<file path="src/rtl/reqack_responder_pkg.sv">
// rtl/reqack_responder_pkg.sv - shared types and helpers for the req/ack target-side responder
package reqack_responder_pkg;

    localparam int CNT_W = 16;

    typedef enum logic [1:0] {
        ST_IDLE  = 2'd0,
        ST_ISSUE = 2'd1,
        ST_WAIT  = 2'd2,
        ST_DONE  = 2'd3
    } state_t;

    // Wait counter sticks at all-ones so a long stall never wraps back into range.
    function automatic logic [CNT_W-1:0] sat_inc(input logic [CNT_W-1:0] v);
        return (v == {CNT_W{1'b1}}) ? v : v + 1'b1;
    endfunction

endpackage

</file>
<file path="src/rtl/reqack_responder_sync.sv">
// rtl/reqack_responder_sync.sv - two-flop synchronizer for the incoming req toggle
module reqack_responder_sync (
    input  logic clk,
    input  logic reset_l,
    input  logic d,
    output logic q
);

    logic meta;

    always_ff @(posedge clk or negedge reset_l) begin
        if (!reset_l) begin
            meta <= 1'b0;
            q    <= 1'b0;
        end else begin
            meta <= d;
            q    <= meta;
        end
    end

endmodule

</file>
<file path="src/rtl/reqack_responder.sv">
// rtl/reqack_responder.sv - target-domain responder: syncs req toggle, runs one local memory access, flips ack
module reqack_responder
    import reqack_responder_pkg::*;
#(
    parameter int          DATAWIDTH = 32,
    parameter int          ADDRWIDTH = 20,
    parameter int          TIMEOUT   = 255,
    parameter logic [31:0] ERR_DATA  = 32'hDEADBEEF
) (
    input  logic                 clk,
    input  logic                 reset_l,
    input  logic                 req,
    input  logic [ADDRWIDTH-1:0] req_addr,
    input  logic [DATAWIDTH-1:0] wr_data,
    input  logic                 rd_wr_l,
    output logic                 ack,
    output logic [DATAWIDTH-1:0] rd_data,
    output logic                 mem_req,
    output logic                 mem_rd_wr_l,
    output logic [ADDRWIDTH-1:0] mem_addr,
    output logic [DATAWIDTH-1:0] mem_wr_data,
    input  logic [DATAWIDTH-1:0] mem_rd_data,
    input  logic                 mem_rdy,
    output logic                 timeout_err
);

    localparam logic [DATAWIDTH-1:0] ERR_VAL = ERR_DATA[DATAWIDTH-1:0];
    localparam logic [CNT_W-1:0]     TO_VAL  = 16'(TIMEOUT);

    state_t           state;
    state_t           next_state;
    logic             req_synced;
    logic             req_seen;
    logic             pending;
    logic [CNT_W-1:0] wait_cnt;

    logic capture;
    logic issue;
    logic rdy_done;
    logic to_done;
    logic flip_ack;

    reqack_responder_sync u_req_sync (
        .clk     (clk),
        .reset_l (reset_l),
        .d       (req),
        .q       (req_synced)
    );

    // A toggle arriving while busy simply stays pending until the next IDLE.
    assign pending = (req_synced != req_seen);

    always_ff @(posedge clk or negedge reset_l) begin
        if (!reset_l) begin
            state <= ST_IDLE;
        end else begin
            state <= next_state;
        end
    end

    always_comb begin
        next_state = state;
        capture    = 1'b0;
        issue      = 1'b0;
        rdy_done   = 1'b0;
        to_done    = 1'b0;
        flip_ack   = 1'b0;
        case (state)
            ST_IDLE: begin
                if (pending) begin
                    capture    = 1'b1;
                    next_state = ST_ISSUE;
                end
            end
            ST_ISSUE: begin
                issue      = 1'b1;
                next_state = ST_WAIT;
            end
            ST_WAIT: begin
                // mem_rdy takes priority over a coincident timeout.
                if (mem_rdy) begin
                    rdy_done   = 1'b1;
                    next_state = ST_DONE;
                end else if ((TIMEOUT != 0) && (wait_cnt == TO_VAL)) begin
                    to_done    = 1'b1;
                    next_state = ST_DONE;
                end
            end
            ST_DONE: begin
                flip_ack   = 1'b1;
                next_state = ST_IDLE;
            end
            default: next_state = ST_IDLE;
        endcase
    end

    always_ff @(posedge clk or negedge reset_l) begin
        if (!reset_l) begin
            req_seen    <= 1'b0;
            ack         <= 1'b0;
            rd_data     <= '0;
            mem_req     <= 1'b0;
            mem_rd_wr_l <= 1'b0;
            mem_addr    <= '0;
            mem_wr_data <= '0;
            timeout_err <= 1'b0;
            wait_cnt    <= '0;
        end else begin
            timeout_err <= to_done;
            if (capture) begin
                req_seen    <= req_synced;
                mem_addr    <= req_addr;
                mem_wr_data <= wr_data;
                mem_rd_wr_l <= rd_wr_l;
            end
            if (issue) begin
                mem_req  <= 1'b1;
                wait_cnt <= '0;
            end else if (state == ST_WAIT) begin
                wait_cnt <= sat_inc(wait_cnt);
            end
            if (rdy_done || to_done) begin
                mem_req <= 1'b0;
            end
            // rd_data settles one edge ahead of the ack flip.
            if (rdy_done && mem_rd_wr_l) begin
                rd_data <= mem_rd_data;
            end else if (to_done && mem_rd_wr_l) begin
                rd_data <= ERR_VAL;
            end
            if (flip_ack) begin
                ack <= ~ack;
            end
        end
    end

endmodule

</file>
<file path="config.mk">
export PLATFORM = sky130hd
export DESIGN_NAME = reqack_responder
export DESIGN_NICKNAME = d
export VERILOG_FILES = /design/src/rtl/reqack_responder_pkg.sv /design/src/rtl/reqack_responder_sync.sv /design/src/rtl/reqack_responder.sv
export SDC_FILE = /design/constraint.sdc
export NUM_CORES = 1
export LEC_CHECK = 0
export CORE_ASPECT_RATIO = 1.25
export CORE_MARGIN = 3
export CORE_UTILIZATION = 45
export DETAILED_ROUTE_END_ITERATION = 12
export PLACE_DENSITY = 0.78
export REMOVE_ABC_BUFFERS = 1
export SLEW_MARGIN = 0
export SYNTH_ARGS = -nofsm -noshare
export SYNTH_HDL_FRONTEND = slang
export SYNTH_SLANG_ARGS = --single-unit
</file>
<file path="constraint.sdc">
create_clock -name clk -period 2.28 [get_ports clk]
set_input_delay 0.456 -clock clk [delete_from_list [all_inputs] [get_ports clk]]
set_output_delay 0.456 -clock clk [all_outputs]
set_load 0.02 [all_outputs]
</file>
==> flow_summary.toml, run 1 <==
[power_and_ir_drop]
pwr-share-clk_pct = 14.5
cellInternalPower_mw = 6.33
leakage_nw = 3.01
seqPwrFrac_pct = 33.0
pwr-share-comb_pct = 52.5
max-vdd-ir-drop_v = 0.000772
switching_share_pct = 37.1
powerDensity_mw_per_mm2 = 1440
totalPowerFinal_mw = 10.1
power.net_switching_mw = 3.74

[cts]
cts_buffers = 9
clock_latency_on_the_worst_skew_pair_ps = 340
worst_setup_hold_path_clk_slew_ps = 70
cts.sink_count = 109
htreeDepth = 3
cts_setup_buffers = 0
postCtsHoldBufs = 0
cts_repair_resize_count = 0
clk_path_buf_depth = 2
tritoncts = "done"
cts.root.buffer_cell = "clkbuf_16"

[route]
routed-wl-met2_um = 6970
drt_iter0_drc = 132
num_vias = 3758
maxUsedRoutingLayer = "met4"
route.antenna.remaining_nets = 0
vias_per_cell = 5.47
met3_wirelength_um = 822
wl_per_cell_um = 18.3
wirelength_met1_um = 4420
detail_route.wirelength_um = 12600
detailedRoute.firstPassIterationCount = 4
drt_drc_violations_left = 0

[logic_synthesis]
syn-mean-instance-area_um2 = 12.7
yosys.area.top_type_share_pct = 56.2
synth.cells.most_frequent = "dfrtp_1, mux2_2, o21a_1"
synth_enable_flop_cells = 0
yosys-top-cells-area = "dfrtp_1, mux2_2, o22a_1, o21a_1, o31ai_1"
synth.distinct_cells = 52
synth_cell_area_mm2 = 0.00486
synth-seq-area-share_pct = 56.2
synth_cells = 383
synthesis.yosys.warnings = 0
synthMostInstantiatedCell = "dfrtp_1"
flops_latches_synth = 109
yosys.area.top_type = "dfrtp_1"
synth-async-reset-ratio_pct = 100
synth_top_flop_cell = "dfrtp_1"

[global_route]
grt_pass1_wl_um = 20400
groute.usage.overall_pct = 21.2
antenna_found_initial = 0
grt_max_degree = 54
gr_ovfl_total = 0
first_global_vias = 3983

[run_status]
run_status = "finished, final reports clean"

[placement]
detailed_place_hpwl_um = 9470
dp_worst_setup_slack_ps = 361
port_buffers = 176
dpl-instance-area_mm2 = 0.00673
gp_routability_congestion = 0.940
dp.cells = 672

[timing]
worstMarginPinSlew_ps = 572
slew-limit-headroom_pct = 61.9
final-max-slew-violation-count = 0
finalHoldWorstSlack_ps = 102
rsz0062_at_grt = "no"
hold_violations = 0
maxClockFrequency_mhz = 505
min_period_ps = 1980
final_period_utilization_pct = 86.9
endpoints_failing_setup = 0
worst_setup_margin_ps = 298
fin_skew_ps = 6.60

[worst_setup_path]
setup.worst_path.end_class = "register"
worst_ep_required_time_ps = 2500
worst-endpoint-arrival_ps = 2200
number_of_buffers_and_inverters_on_the_critical_path = 1
critPathTopFamily = "simple AND/OR/NAND/NOR gates"
worstPathMaxFanout = 10
start_kind = "register"
timing_worst_setup_path_type = "reg2reg"
critPathSlowestCell = "nor4_4"
worstPathCellList = "ha_1 > nand4_1 > nor4_4 > buf_4 > o31ai_1 > o41ai_1"
timing.critical_path.slowest_cell_delay_ps = 460

[floorplan]
core_area_mm2 = 0.0103
die_width_um = 98.9
dieArea_mm2 = 0.0121
initial_core_util_pct = 47.1
count_of_boundary_i_o_pins = 177
floorplan.die.height_um = 122
std_cell_rows = 41

[hold_path]
hold_class = "in2async"

[final_layout]
stdcell_count = 687
nets = 649
area.growth.synth_to_final_pct = 44.4
final.fill_count = 753
final_layout_size_suffix_gt1_share_pct = 15.8
stdcell_area_mm2 = 0.00701
n_antenna_cell = 0

[flow_run]
max_cap_violations = 0
[placed cells by master (no fill, tap or decap), types with 5 or more instances in the layout]
| master | n |
|---|---|
| clkdlybuf4s50_1 | 175 |
| dfrtp_1 | 109 |
| mux2_2 | 55 |
| o21a_1 | 25 |
| o22a_1 | 24 |
| inv_1 | 13 |
| nand2_1 | 13 |
| o21ai_1 | 12 |
| o31ai_1 | 11 |
| nand3_1 | 10 |
| nor2_1 | 9 |
| clkbuf_16 | 9 |
| a22oi_1 | 8 |
| ha_1 | 6 |
| buf_4 | 6 |
| nand4_1 | 5 |
[kinds of logic (layout without fill, tap and decap cells)]
logic type,Yosys count,count (layout),share of synthesized area [%]
mux,56,56,13.0
simple gates,64,64,7.81
buf+inv,38,213,4.02
flops,109,109,56.2
fa+ha+maj,6,6,1.55
compound gates,108,108,17.1
xor+xnor,2,2,0.361
[final timing paths]
path                                 startpoint              end  slack [ps]  cells after the start
max in group asynchronous               reset_l      rd_data[24]        1570                      2
worst min-delay path                    reset_l  mem_wr_data[22]         100                      1
worst min register to register  u_req_sync.meta     u_req_sync.q         370                      0
min in group clk                u_req_sync.meta     u_req_sync.q         370                      0
worst max register to register      wait_cnt[0]      wait_cnt[6]         300                      6
worst max-delay path                wait_cnt[0]      wait_cnt[6]         300                      6
[area by class of cell]
class | count | area [um^2] | share of cell area, %
Clock buffer | 12 | 256 | 3.66
Clock inverter | 3 | 21.3 | 0.303
Inverter | 14 | 52.6 | 0.749
Multi-Input combinational cell | 236 | 1940 | 27.6
Sequential cell | 109 | 2730 | 38.9
Tap cell | 129 | 161 | 2.30
Timing Repair Buffer | 184 | 1860 | 26.5
[power groups by stage]
| stage | clock network, mW | registers, mW | logic (mW) |
|---|---|---|---|
| 2_1_floorplan | 0 | 4.23 | 2.02 |
| 3_3_place_gp | 0 | 3.29 | 5.20 |
| 3_5_place_dp | 0 | 3.35 | 5.32 |
| 4_1_cts | 1.51 | 3.33 | 5.35 |
| 5_1_grt | 1.57 | 3.45 | 5.63 |
| 6_report | 1.46 | 3.32 | 5.29 |
[worst reg2reg max path: stages (launching register included)]
cell,delay (ps)
dfrtp_1,440
ha_1,280
nand4_1,240
nor4_4,460
buf_4,260
o31ai_1,100
o41ai_1,90
[state kept, by name, summed over array words and instances, names as in the netlist]
register	count
mem_req	1
state	2
ack	1
mem_rd_wr_l	1
u_req_sync.q	1
timeout_err	1
rd_data	32
wait_cnt	16
mem_addr	20
u_req_sync.meta	1
req_seen	1
mem_wr_data	32
[per-layer routing]
metal,GRT usage [%],vias up
li1,-,1758
met5,0,-
met2,37.6,131
met3,5.56,25
met4,8.63,0
met1,24.2,1844
[per-stage QoR]
stage / utilization, % / TNS, ps
after detailed placement: 65.3 / 0
after floorplan: - / -9540
after global placement: 65.3 / 0
after CTS: 68.0 / 0
after global routing: 68.0 / 0
final: 68.0 / 0
(Power assumes the default switching activity.)
==> run 2, diff against run 1 <==
--- a/config.mk
+++ b/config.mk
@@ -5,6 +5,7 @@
 export SDC_FILE = /design/constraint.sdc
 export NUM_CORES = 1
 export LEC_CHECK = 0
+export CAP_MARGIN = 10
 export CORE_ASPECT_RATIO = 1.25
 export CORE_MARGIN = 3
 export CORE_UTILIZATION = 45
==> results of run 2 <==
No change in the layout: final DEF, timing and power equal those of run 1.
